## src/rtl/interrupt_controller_pkg.sv

```systemverilog
// Shared types and sizing for the three-level nested interrupt controller.
package interrupt_controller_pkg;

  typedef enum logic {
    RUN  = 1'b0,
    TAKE = 1'b1
  } state_e;

  localparam int LVL_W       = 2;
  localparam int STACK_DEPTH = 3;
  localparam int NUM_SRC     = 3;

endpackage

```

## src/rtl/interrupt_controller_irq_stack.sv

```systemverilog
// Return stack of {pc, level} entries; top reads as all-zero when empty.
module irq_stack
  import interrupt_controller_pkg::*;
#(
  parameter int PC_W = 32
) (
  input  logic             clk,
  input  logic             rst,
  input  logic             push_i,
  input  logic             pop_i,
  input  logic [PC_W-1:0]  push_pc_i,
  input  logic [LVL_W-1:0] push_lvl_i,
  output logic [PC_W-1:0]  top_pc_o,
  output logic [LVL_W-1:0] top_lvl_o,
  output logic             empty_o,
  output logic             full_o
);

  logic [PC_W-1:0]  pc_q  [STACK_DEPTH];
  logic [LVL_W-1:0] lvl_q [STACK_DEPTH];
  logic [1:0]       count_q;
  logic [1:0]       top_idx;

  assign empty_o = (count_q == 2'd0);
  assign full_o  = (count_q == 2'(STACK_DEPTH));
  assign top_idx = count_q - 2'd1;

  always_comb begin
    top_pc_o  = '0;
    top_lvl_o = '0;
    if (!empty_o) begin
      top_pc_o  = pc_q[top_idx];
      top_lvl_o = lvl_q[top_idx];
    end
  end

  always_ff @(posedge clk) begin
    if (rst) begin
      count_q <= 2'd0;
      for (int i = 0; i < STACK_DEPTH; i++) begin
        pc_q[i]  <= '0;
        lvl_q[i] <= '0;
      end
    end else if (push_i && !full_o) begin
      pc_q[count_q]  <= push_pc_i;
      lvl_q[count_q] <= push_lvl_i;
      count_q        <= count_q + 2'd1;
    end else if (pop_i && !empty_o) begin
      count_q <= count_q - 2'd1;
    end
  end

  // Strictly-increasing nesting bounds depth at the number of levels.
  always_ff @(posedge clk) begin
    if (!rst) begin
      assert (!(push_i && full_o));
    end
  end

endmodule

```

## src/rtl/interrupt_controller.sv

```systemverilog
// Edge-triggered, three-level priority interrupt controller with nested return stack.
//   state | meaning
//   RUN   | normal execution; takes/returns evaluated at instruction boundaries
//   TAKE  | int_take asserted; CPU is loading int_vector, boundaries ignored
module interrupt_controller
  import interrupt_controller_pkg::*;
#(
  parameter int              PC_W       = 32,
  parameter logic [PC_W-1:0] VEC_BASE   = PC_W'(32'h0000_0100),
  parameter logic [PC_W-1:0] VEC_STRIDE = PC_W'(32'h0000_0040)
) (
  input  logic               clk,
  input  logic               rst,
  input  logic [NUM_SRC-1:0] irq_src,
  input  logic               ie,
  input  logic               instr_done,
  input  logic               eret,
  input  logic [PC_W-1:0]    next_pc,
  output logic               int_take,
  output logic [PC_W-1:0]    int_vector,
  output logic [PC_W-1:0]    ret_pc,
  output logic [LVL_W-1:0]   active_level,
  output logic [NUM_SRC-1:0] pending
);

  state_e             state_q;
  logic [NUM_SRC-1:0] irq_prev_q;
  logic [NUM_SRC-1:0] pending_q, pending_d;
  logic [LVL_W-1:0]   active_q;
  logic               int_take_q;
  logic [PC_W-1:0]    int_vector_q;

  logic [LVL_W-1:0]   pend_lvl;
  logic [LVL_W-1:0]   lvl_m1;
  logic [NUM_SRC-1:0] clr_mask;
  logic               take_cond;
  logic               pop_cond;
  logic [PC_W-1:0]    top_pc;
  logic [LVL_W-1:0]   top_lvl;
  logic               stk_empty;
  logic               stk_full;

  always_comb begin
    pend_lvl = 2'd0;
    if (pending_q[2])      pend_lvl = 2'd3;
    else if (pending_q[1]) pend_lvl = 2'd2;
    else if (pending_q[0]) pend_lvl = 2'd1;
  end

  assign lvl_m1    = pend_lvl - 2'd1;
  assign take_cond = (state_q == RUN) && ie && instr_done && !eret && (pend_lvl > active_q);
  assign pop_cond  = (state_q == RUN) && instr_done && eret && !stk_empty;
  assign clr_mask  = take_cond ? (3'b001 << lvl_m1) : 3'b000;
  // New edges are OR-ed after the clear so a re-request during its own take survives.
  assign pending_d = (pending_q & ~clr_mask) | (irq_src & ~irq_prev_q);

  always_ff @(posedge clk) begin
    if (rst) begin
      state_q      <= RUN;
      irq_prev_q   <= irq_src;
      pending_q    <= '0;
      active_q     <= '0;
      int_take_q   <= 1'b0;
      int_vector_q <= '0;
    end else begin
      irq_prev_q <= irq_src;
      pending_q  <= pending_d;
      int_take_q <= 1'b0;
      case (state_q)
        RUN: begin
          if (take_cond) begin
            state_q      <= TAKE;
            active_q     <= pend_lvl;
            int_take_q   <= 1'b1;
            int_vector_q <= VEC_BASE + PC_W'(lvl_m1) * VEC_STRIDE;
          end else if (pop_cond) begin
            active_q <= top_lvl;
          end
        end
        TAKE:    state_q <= RUN;
        default: state_q <= RUN;
      endcase
    end
  end

  irq_stack #(.PC_W(PC_W)) u_stack (
    .clk        (clk),
    .rst        (rst),
    .push_i     (take_cond),
    .pop_i      (pop_cond),
    .push_pc_i  (next_pc),
    .push_lvl_i (active_q),
    .top_pc_o   (top_pc),
    .top_lvl_o  (top_lvl),
    .empty_o    (stk_empty),
    .full_o     (stk_full)
  );

  assign int_take     = int_take_q;
  assign int_vector   = int_vector_q;
  assign ret_pc       = top_pc;
  assign active_level = active_q;
  assign pending      = pending_q;

endmodule

```

## config.mk

```make
export PLATFORM = sky130hd
export DESIGN_NAME = interrupt_controller
export DESIGN_NICKNAME = d
export VERILOG_FILES = /design/src/rtl/interrupt_controller_pkg.sv /design/src/rtl/interrupt_controller_irq_stack.sv /design/src/rtl/interrupt_controller.sv
export SDC_FILE = /design/constraint.sdc
export NUM_CORES = 1
export LEC_CHECK = 0
export BUFFER_PORTS_ARGS = -buffer_cell sky130_fd_sc_hd__buf_2
export CELL_PAD_IN_SITES_DETAIL_PLACEMENT = 0
export CELL_PAD_IN_SITES_GLOBAL_PLACEMENT = 1
export CORE_ASPECT_RATIO = 0.6
export CORE_MARGIN = 2
export CORE_UTILIZATION = 40
export CTS_CLUSTER_DIAMETER = 200
export DETAILED_ROUTE_END_ITERATION = 7
export HOLD_SLACK_MARGIN = 0.06
export PLACE_DENSITY_LB_ADDON = 0.1
export SYNTH_ARGS = -nofsm -noshare
export SYNTH_HDL_FRONTEND = slang
export SYNTH_SLANG_ARGS = --single-unit
export TNS_END_PERCENT = 20
```

## constraint.sdc

```tcl
create_clock -name clk -period 8.05 [get_ports clk]
set_input_delay 0.805 -clock clk [delete_from_list [all_inputs] [get_ports clk]]
set_output_delay 0.805 -clock clk [all_outputs]
set_load 0.01 [all_outputs]
```

**Yosys cells after proc, flatten, opt, wreduce, memory -nomap -nowiden**

Memory sizes are Yosys's and may differ from the RTL's.
Index checks and enable logic that the tools add are counted.

- Add/subtract/negate cells: 4
- Reductions and logical operators: 20
- $lt $le $gt $ge: 1
- Shift-type cells: 1
- Eq/ne operators: 1
- Bitwise gates (word level): 6
- Mux-type cells: 23

Operators by type and width:

| kind | count |
|---|---|
| $mux W32 | 2 |
| $reduce_or A32 Y1 | 1 |
| $mux W2 | 10 |
| $add A9 B8 Y10 const A | 1 |
| $logic_and A1 B1 Y1 | 9 |
| $mux W1 | 9 |
| $and A3 B3 Y3 | 2 |
| $not A3 Y3 | 2 |
| $reduce_and A2 Y1 | 2 |
| $reduce_bool A2 Y1 | 2 |
| $reduce_or A2 Y1 | 2 |
| $sub A2 B1 Y2 const B | 2 |
| $logic_not A1 Y1 | 3 |
| $mux W3 | 1 |
| $or A3 B3 Y3 | 1 |
| $shl A1 B2 Y3 const A | 1 |
| $add A2 B1 Y2 const B | 1 |
| $eq A2 B2 Y1 const B | 1 |
| $gt A2 B2 Y1 | 1 |
| $logic_not A2 Y1 | 1 |
| $pmux W1 S2 | 1 |
| $not A1 Y1 | 1 |

- Memories: 2
- Register bits: 44
- Logic and storage cells: 65
- Bits in writable memories: 102
- Input port bits: 40
- Output and inout port bits: 70

Memories:

| memory | depth | width | read ports | clocked after memory_dff | write ports | RTL line | RTL |
|---|---|---|---|---|---|---|---|
| u_stack.pc_q | 3 | 32 | 1 | 0 | 3 | interrupt_controller_irq_stack.sv:19 | `logic [PC_W-1:0] pc_q [STACK_DEPTH];` |
| u_stack.lvl_q | 3 | 2 | 1 | 0 | 3 | interrupt_controller_irq_stack.sv:20 | `logic [LVL_W-1:0] lvl_q [STACK_DEPTH];` |

**Logic depth before layout (Yosys ltp)**

Gate-level depths: netlist (run 1).

- Word-level depth: 11
- Gate-level depth with buffers: 9

**Hierarchy**

A second synthesis (run 1) with hierarchy kept.

- Cells, all modules: 433
- Area, all modules: 6815.3 µm²

By module, submodules not included:

| module | times used | sequential area each (µm²) | cells each | area an instance (µm²) |
|---|---|---|---|---|
| irq_stack | 1 | 4124.0 | 351 | 6033.3 |
| interrupt_controller | 1 | 240.2 | 82 | 782.0 |

**Least setup slack after synthesis (run 1)**

OpenSTA, ideal clock, no wires.

- Kind: reg2out
- Start point: register u_stack.count_q[0]
- End point: output port ret_pc[0]
- Data arrival time: 2.215 ns
- Data required time: 7.245 ns
- Stages on the path, launching flop included: 9
- Slack: 5.030 ns
- Cell sequence: dfxtp_1 > buf_4 > buf_2 > inv_1 > ha_1 > buf_2 > clkbuf_1 > mux4_2 > nor2b_1

- Word-level cells in the longest chain between the ends: 3
- Elaborated cells on any way between the ends: 4
- Those cells by class: 1 x add/sub; 1 x mux; 1 x reduce/logical; 1 x memory

Ends and longest elaborated chain:

| what | RTL line | RTL |
|---|---|---|
| start, declared | interrupt_controller_irq_stack.sv:21 | `logic [1:0] count_q;` |
| start signal, assigned | interrupt_controller_irq_stack.sv:47 | `count_q <= count_q + 2'd1;` |
| start signal, assigned | interrupt_controller_irq_stack.sv:49 | `count_q <= count_q - 2'd1;` |
| $sub A2 B1 Y2 | interrupt_controller_irq_stack.sv:26 | `assign top_idx = count_q - 2'd1;` |
| $mem_v2 Z3 W32 | - |  |
| $mux W32 * | interrupt_controller_irq_stack.sv:31 | `if (!empty_o) begin` |
| end, declared | interrupt_controller.sv:21 | `output logic [PC_W-1:0] ret_pc,` |

Every way passes the cells marked *; elsewhere a longest branch is shown, timed or not.

**Final worst setup path (run 1)**

- Start point: register u_stack.count_q[1]
- End point: output port ret_pc[2]

Same word-level chain as after synthesis.

==> impl_metrics.toml, run 1 <==
[status]
outcome = "complete, no violations"

[route]
drt_pre_antenna_iters = 4
route.met3.wl_um = 576
routed.top_layer = "met4"
route.final.wire_length_um = 13300
ant_nets = 0
post_drt_wl_per_cell_um = 16.7
drcViolationCount = 0
wirelength_met1_um = 6320
drt_iter0_drc = 175
detailroute.via_count = 3619
detail_route.vias_per_cell = 4.55
route.met2.wl_um = 6290

[global_routing]
number_of_antenna_violations_at_the_first_check_in_global_routing = 0
grt_pass1_wl_um = 20900
global_route.overflow_total = 0
grt_usage = 0.154
largest_net_degree_at_the_start_of_global_routing = 39
grt_pass1_vias = 3693

[pwr]
intPower_uw = 1440
p_per_area_nw_per_um2 = 234
leakage_uw = 0.00313
comb_power_share = 0.103
netSwitchingFraction = 0.234
power.clock.fraction = 0.416
power.share.sequential = 0.481
power_switching_uw = 438
report.power.total_uw = 1870
max-vdd-ir-drop_v = 0.000125

[synthesis]
post_synth.cell_area_avg_sq_um = 15.7
synth.cell_area_sq_um = 6850
synth.distinct_cells = 29
dominantRegCellSynth = "edfxtp_1"
synth-edff-count = 136
postSynth.asyncResetShare = 0
yosys_register_bits = 150
synth_warnings = 0
sequential_share_of_the_synthesized_area = 0.637
postSynthCellCount = 437

[timing]
final.period_utilization = 0.430
hold_viol_final = 0
finClkSkew_ps = 21.8
slew_violations = 0
worst-slew-pin-transition_ps = 1030
finalSetupTns_ps = 0
worst_case_setup_margin_in_the_final_layout_ps = 4590
fmaxAchievable_ghz = 0.289
grt_setup_unrepaired = "false"
timing.final.setup_violations = 0
final_period_minus_worst_setup_slack_ps = 3460
maxSlewHeadroom = 0.315

[worst_setup_path]
worst_setup_path_end_kind = "primary output"
cp_cell_sequence = "inv_1, ha_2, mux4_2, nor2b_1, buf_2"
cp.required_ps = 7240
timing.critical_path.fanout_max = 38
critical_path_arrival_ps = 2660
critical_path_class = "flop to primary output"
critical-path-max-stage-delay_ps = 1000
timing.critical_path.from_type = "flop"
crit_slowest_cell = "ha_2"
setup.reg_to_reg.worst_slack_ps = 5060
r2r.worst_path.cells = 6
r2r_start = "pending[2]"
rr_endpoint = "u_stack.pc_q[2][9]"

[layout]
layout_common_cells = "136 x edfxtp_1, 102 x and2_1, 80 x buf_2, 63 x conb_1, 34 x mux4_2"
antennaDiodeCount = 0
proportion_of_layout_cells_with_a_drive_suffix_above_1 = 0.285
design.final.nets = 599
final_core_utilization = 0.473
final_common_cell = "edfxtp_1"
stdcell_count = 796
area_growth_pct = 16.9

[cts]
cts.sink_count = 150
cts_buffer_depth = 2
tritoncts = "built"
root_buffer = "clkbuf_16"
post_cts_resized = 0
path_clk_slew_ps = 60
buffers_inserted_during_post_cts_setup_optimization = 0
cts_made_buffers = 17
hold_buffers = 0
htree_num_levels = 4
worst_skew_pair.late_latency_ps = 430

[placement]
finalWeightedCongestion = 0.687
dp.final_hpwl_um = 7730
buffer_ports.inserted = 80
pre_cts_setup_slack_ps = 4990
placed_cells_incl_taps = 765

[run]
timing.max_cap.violations = 0

[min_path]
whs_endpoint = "int_vector[8]"
worstHoldPathCells = 2
hp-start = "int_vector[8]"
min_path_type = "flop to flop"

[floorplan]
die-area_sq_um = 18200
coreArea_sq_um = 16900
design.portCount = 110
die_width_um = 173
row_count = 37
die_h_um = 105
initial_utilization = 0.404
-- worst max path at each step --
stage                  to  cells after the start          startpoint
6_report        ret_pc[2]                      5  u_stack.count_q[1]
5_1_grt         ret_pc[2]                      5  u_stack.count_q[1]
4_1_cts         ret_pc[2]                      5  u_stack.count_q[1]
3_5_place_dp   ret_pc[28]                      5  u_stack.count_q[1]
3_3_place_gp    ret_pc[2]                      5  u_stack.count_q[1]
2_1_floorplan   ret_pc[0]                      8  u_stack.count_q[0]
-- logic make-up after synthesis --
group	share of synthesized area
simple gates	0.152
flops	0.637
buf+inv	0.0617
mux	0.115
compound gates	0.0179
fa+ha+maj	0.0164
other cells	0.000547
-- critical path, delay by kind of cell, from the launching register on --
kind | cells | cell delay [ps]
fa+ha+maj | 1 | 1000
simple gates | 1 | 170
mux | 1 | 420
flops | 1 | 360
buf+inv | 2 | 280
-- per-layer routing --
layer  track usage  vias up
li1              -     1710
met1         0.208     1818
met2         0.244       79
met3        0.0444       12
met4        0.0436        0
met5             0        -
-- state kept, by name, indices dropped and copies added, names as in the netlist --
name             cells
active_level         2
u_stack.lvl_q        8
u_stack.count_q      2
u_stack.pc_q       128
irq_prev_q           3
state_q              1
int_vector           3
pending              3
-- power groups by stage --
stage	Clock (uW)	Combinational, uW	Sequential (uW)
after floorplan	0	145	914
after global placement	0	195	918
after detailed placement	0	197	919
after CTS	799	198	902
after global routing	832	214	905
final	779	193	902
-- Yosys cell counts (3+ instances only) --
cell type	number	area (sq um)
nand2b_1	4	25.0
ha_1	9	113
buf_4	30	225
buf_2	5	25.0
dfxtp_1	14	280
or2_2	4	25.0
buf_6	9	101
nor2b_1	33	206
a21oi_1	6	30.0
inv_1	11	41.3
edfxtp_1	136	4080
nor3b_4	3	56.3
o21ai_0	4	20.0
mux4_2	34	766
nand2_1	5	18.8
nor2_1	5	18.8
clkbuf_1	8	30.0
and2_1	102	638
-- stage by stage --
stage                     hold slack, ps  area (sq um)
final                                447          8010
after global routing                 455          8010
after CTS                            447          8010
after detailed placement             438          7430
after global placement               433          7430
after floorplan                      462          7080
-- final cells by class --
cell class	count	area [sq um]
inverter	11	41.3
clock buffer	17	425
tap	234	293
clock inverter	14	153
sequential	150	4370
timing repair buffer	84	430
fill	1513	8940
multi-input combinational	286	2300
(Power assumes the default switching activity.)
==> run 2: changes to the inputs <==
ABC_AREA = 1   (was unset)
clock period = 3.6 ns   (was 8.05 ns; I/O delays follow)
==> run 2 against run 1 <==
Against the previous run: global-route usage rose by 2.0 points; critical endpoint unchanged; first-iteration DRC count rose by 91%; highest routed layer unchanged; die area rose by 0.97%; core utilization rose by 0.052 points; synthesized cell count rose by 59%.
==> impl_metrics.toml, run 2 <==
[route]
detail_route.vias_per_cell = 4.60
route.met2.wl_um = 6630
wirelength_met1_um = 7800
post_drt_wl_per_cell_um = 14.7
drt_pre_antenna_iters = 4
detailroute.via_count = 4824
route.final.wire_length_um = 15500
ant_nets = 0
route.met3.wl_um = 850
drt_iter0_drc = 334
drcViolationCount = 0
routed.top_layer = "met4"

[placement]
pre_cts_setup_slack_ps = 500
finalWeightedCongestion = 0.818
dp.final_hpwl_um = 9320
buffer_ports.inserted = 80

[timing]
timing.final.setup_violations = 0
slew_violations = 0
worst_case_setup_margin_in_the_final_layout_ps = 289
fmaxAchievable_ghz = 0.302
grt_setup_unrepaired = "false"
maxSlewHeadroom = 0.329
finClkSkew_ps = 10.1
final.period_utilization = 0.920
final_period_minus_worst_setup_slack_ps = 3310
hold_viol_final = 0
finalSetupTns_ps = 0
worst-slew-pin-transition_ps = 1000

[synthesis]
fraction_of_post_synthesis_cell_area_in_the_top_cell_type_by_area = 0.590
synth.top_cells.by_area = "edfxtp_1 59%, nor2_1 13%, dfxtp_1 4.1%"
sequential_share_of_the_synthesized_area = 0.631
yosys-top-cells-count = "242 x nor2_1, 136 x edfxtp_1, 56 x inv_1"
dominantRegCellSynth = "edfxtp_1"
synth-edff-count = 136
synth.distinct_cells = 23
yosys.area.top_type = "edfxtp_1"
post_synth.cell_area_avg_sq_um = 9.94
synth.cell_area_sq_um = 6920
synth.most_common_cell = "nor2_1"
synth_warnings = 0
postSynth.asyncResetShare = 0
postSynthCellCount = 696
yosys_register_bits = 150

[cts]
path_clk_slew_ps = 70
post_cts_resized = 0
root_buffer = "clkbuf_16"
worst_skew_pair.late_latency_ps = 430
cts.sink_count = 150
tritoncts = "built"
cts_buffer_depth = 2
htree_num_levels = 4
cts_made_buffers = 17

[layout]
reg_top3 = "u_stack.pc_q (128), u_stack.lvl_q (8)"
largest_register = "u_stack.pc_q"
area_growth_pct = 16.5
largest_reg_flops = 128
final_common_cell = "nor2_1"
layout_common_cells = "242 x nor2_1, 136 x edfxtp_1, 80 x buf_2, 63 x conb_1, 56 x inv_1"
proportion_of_layout_cells_with_a_drive_suffix_above_1 = 0.171
antennaDiodeCount = 0
design.final.nets = 850

[global_routing]
largest_net_degree_at_the_start_of_global_routing = 61
grt_pass1_vias = 4632
grt_usage = 0.174
global_route.overflow_total = 0
number_of_antenna_violations_at_the_first_check_in_global_routing = 0
grt_pass1_wl_um = 24400

[worst_setup_path]
timing.critical_path.fanout_max = 35
critical_path_class = "flop to primary output"
cp.required_ps = 3240
timing.critical_path.from_type = "flop"
critical_path_arrival_ps = 2950
timing.critical_path.buf_inv = 3
critical-path-max-stage-delay_ps = 670
worst_setup_path_end_kind = "primary output"
worst_path_most_repeated_cell = "inv_2"
cp_cell_sequence = "inv_2, ha_2, inv_2, nor2_1, o21ai_1, a21oi_1, buf_2"
critPathTopFamily = "buffers and inverters"
crit_slowest_cell = "ha_2"

[floorplan]
die-area_sq_um = 18400
die_h_um = 106
die_width_um = 174
initial_utilization = 0.406
row_count = 37
coreArea_sq_um = 17000
design.portCount = 110

[min_path]
min_path_type = "primary input to flop"

[pwr]
p_per_area_nw_per_um2 = 544
leakage_uw = 0.00350
max-vdd-ir-drop_v = 0.000314

[run]
timing.max_cap.violations = 0

[status]
outcome = "complete, no violations"
run 2: changes by cell type after synthesis, moves of 7 or more:
cell and change:
inv_1 +45, nor2_1 +237, mux4_2 -34, nand2_1 +35, o21ai_0 +33, clkbuf_1 +7, nand3_1 +8, o21ai_1 +31
nor2b_1 -33, a21oi_1 +31, and2_1 -102
run 2: power breakdown:
part | switching (uW) | total [uW] | internal, uW
clock network | 802 | 1720 | 917
registers | 32.3 | 2030 | 1990
logic | 445 | 636 | 191
run 2: worst paths after layout:
check,start,end,slack [ps],cells after the start
setup / recovery,u_stack.count_q[0],ret_pc[2],290,7
hold / removal,next_pc[5],u_stack.pc_q[3][5],120,1
setup reg to reg,pending[1],u_stack.pc_q[1][17],540,12
hold reg to reg,active_level[1],u_stack.lvl_q[3][1],450,0
run 2: timing repair:
action                                 in CTS  in global routing
buffers inserted                            0                  0
hold buffers                                3                  0
endpoints found under the hold margin       3                  0
run 2: metal layers:
metal | up-vias | global-route usage
met3 | 13 | 0.0372
li1 | 2397 | -
met5 | - | 0
met1 | 2292 | 0.254
met4 | 0 | 0.0576
met2 | 122 | 0.258
run 2: through the flow:
stage	hold WS [ps]	total power (uW)	util	instances	cell area, sq um
after CTS	104	4420	0.473	1048	8060
final	122	4380	0.473	1048	8060
after global routing	110	4570	0.473	1048	8060
after floorplan	388	2510	-	758	7150
after global placement	438	2700	0.438	1013	7460
after detailed placement	444	2700	0.438	1013	7460
run 2: cell type report:
cell class / instances / area, sq um
fill: 1632 / 8980
sequential: 150 / 4370
multi-input combinational: 480 / 2120
timing repair buffer: 89 / 475
clock buffer: 18 / 429
tap: 234 / 293
inverter: 63 / 238
clock inverter: 14 / 136
run 2: kinds of logic after synthesis:
logic type                 count (synthesis)  synth area share
AOI/OAI and AO/OA                        105            0.0760
adders and majority gates                  9            0.0163
and+or+nand+nor                          303             0.179
buffers and inverters                    128            0.0976
other                                      1          0.000542
DFF                                      150             0.631
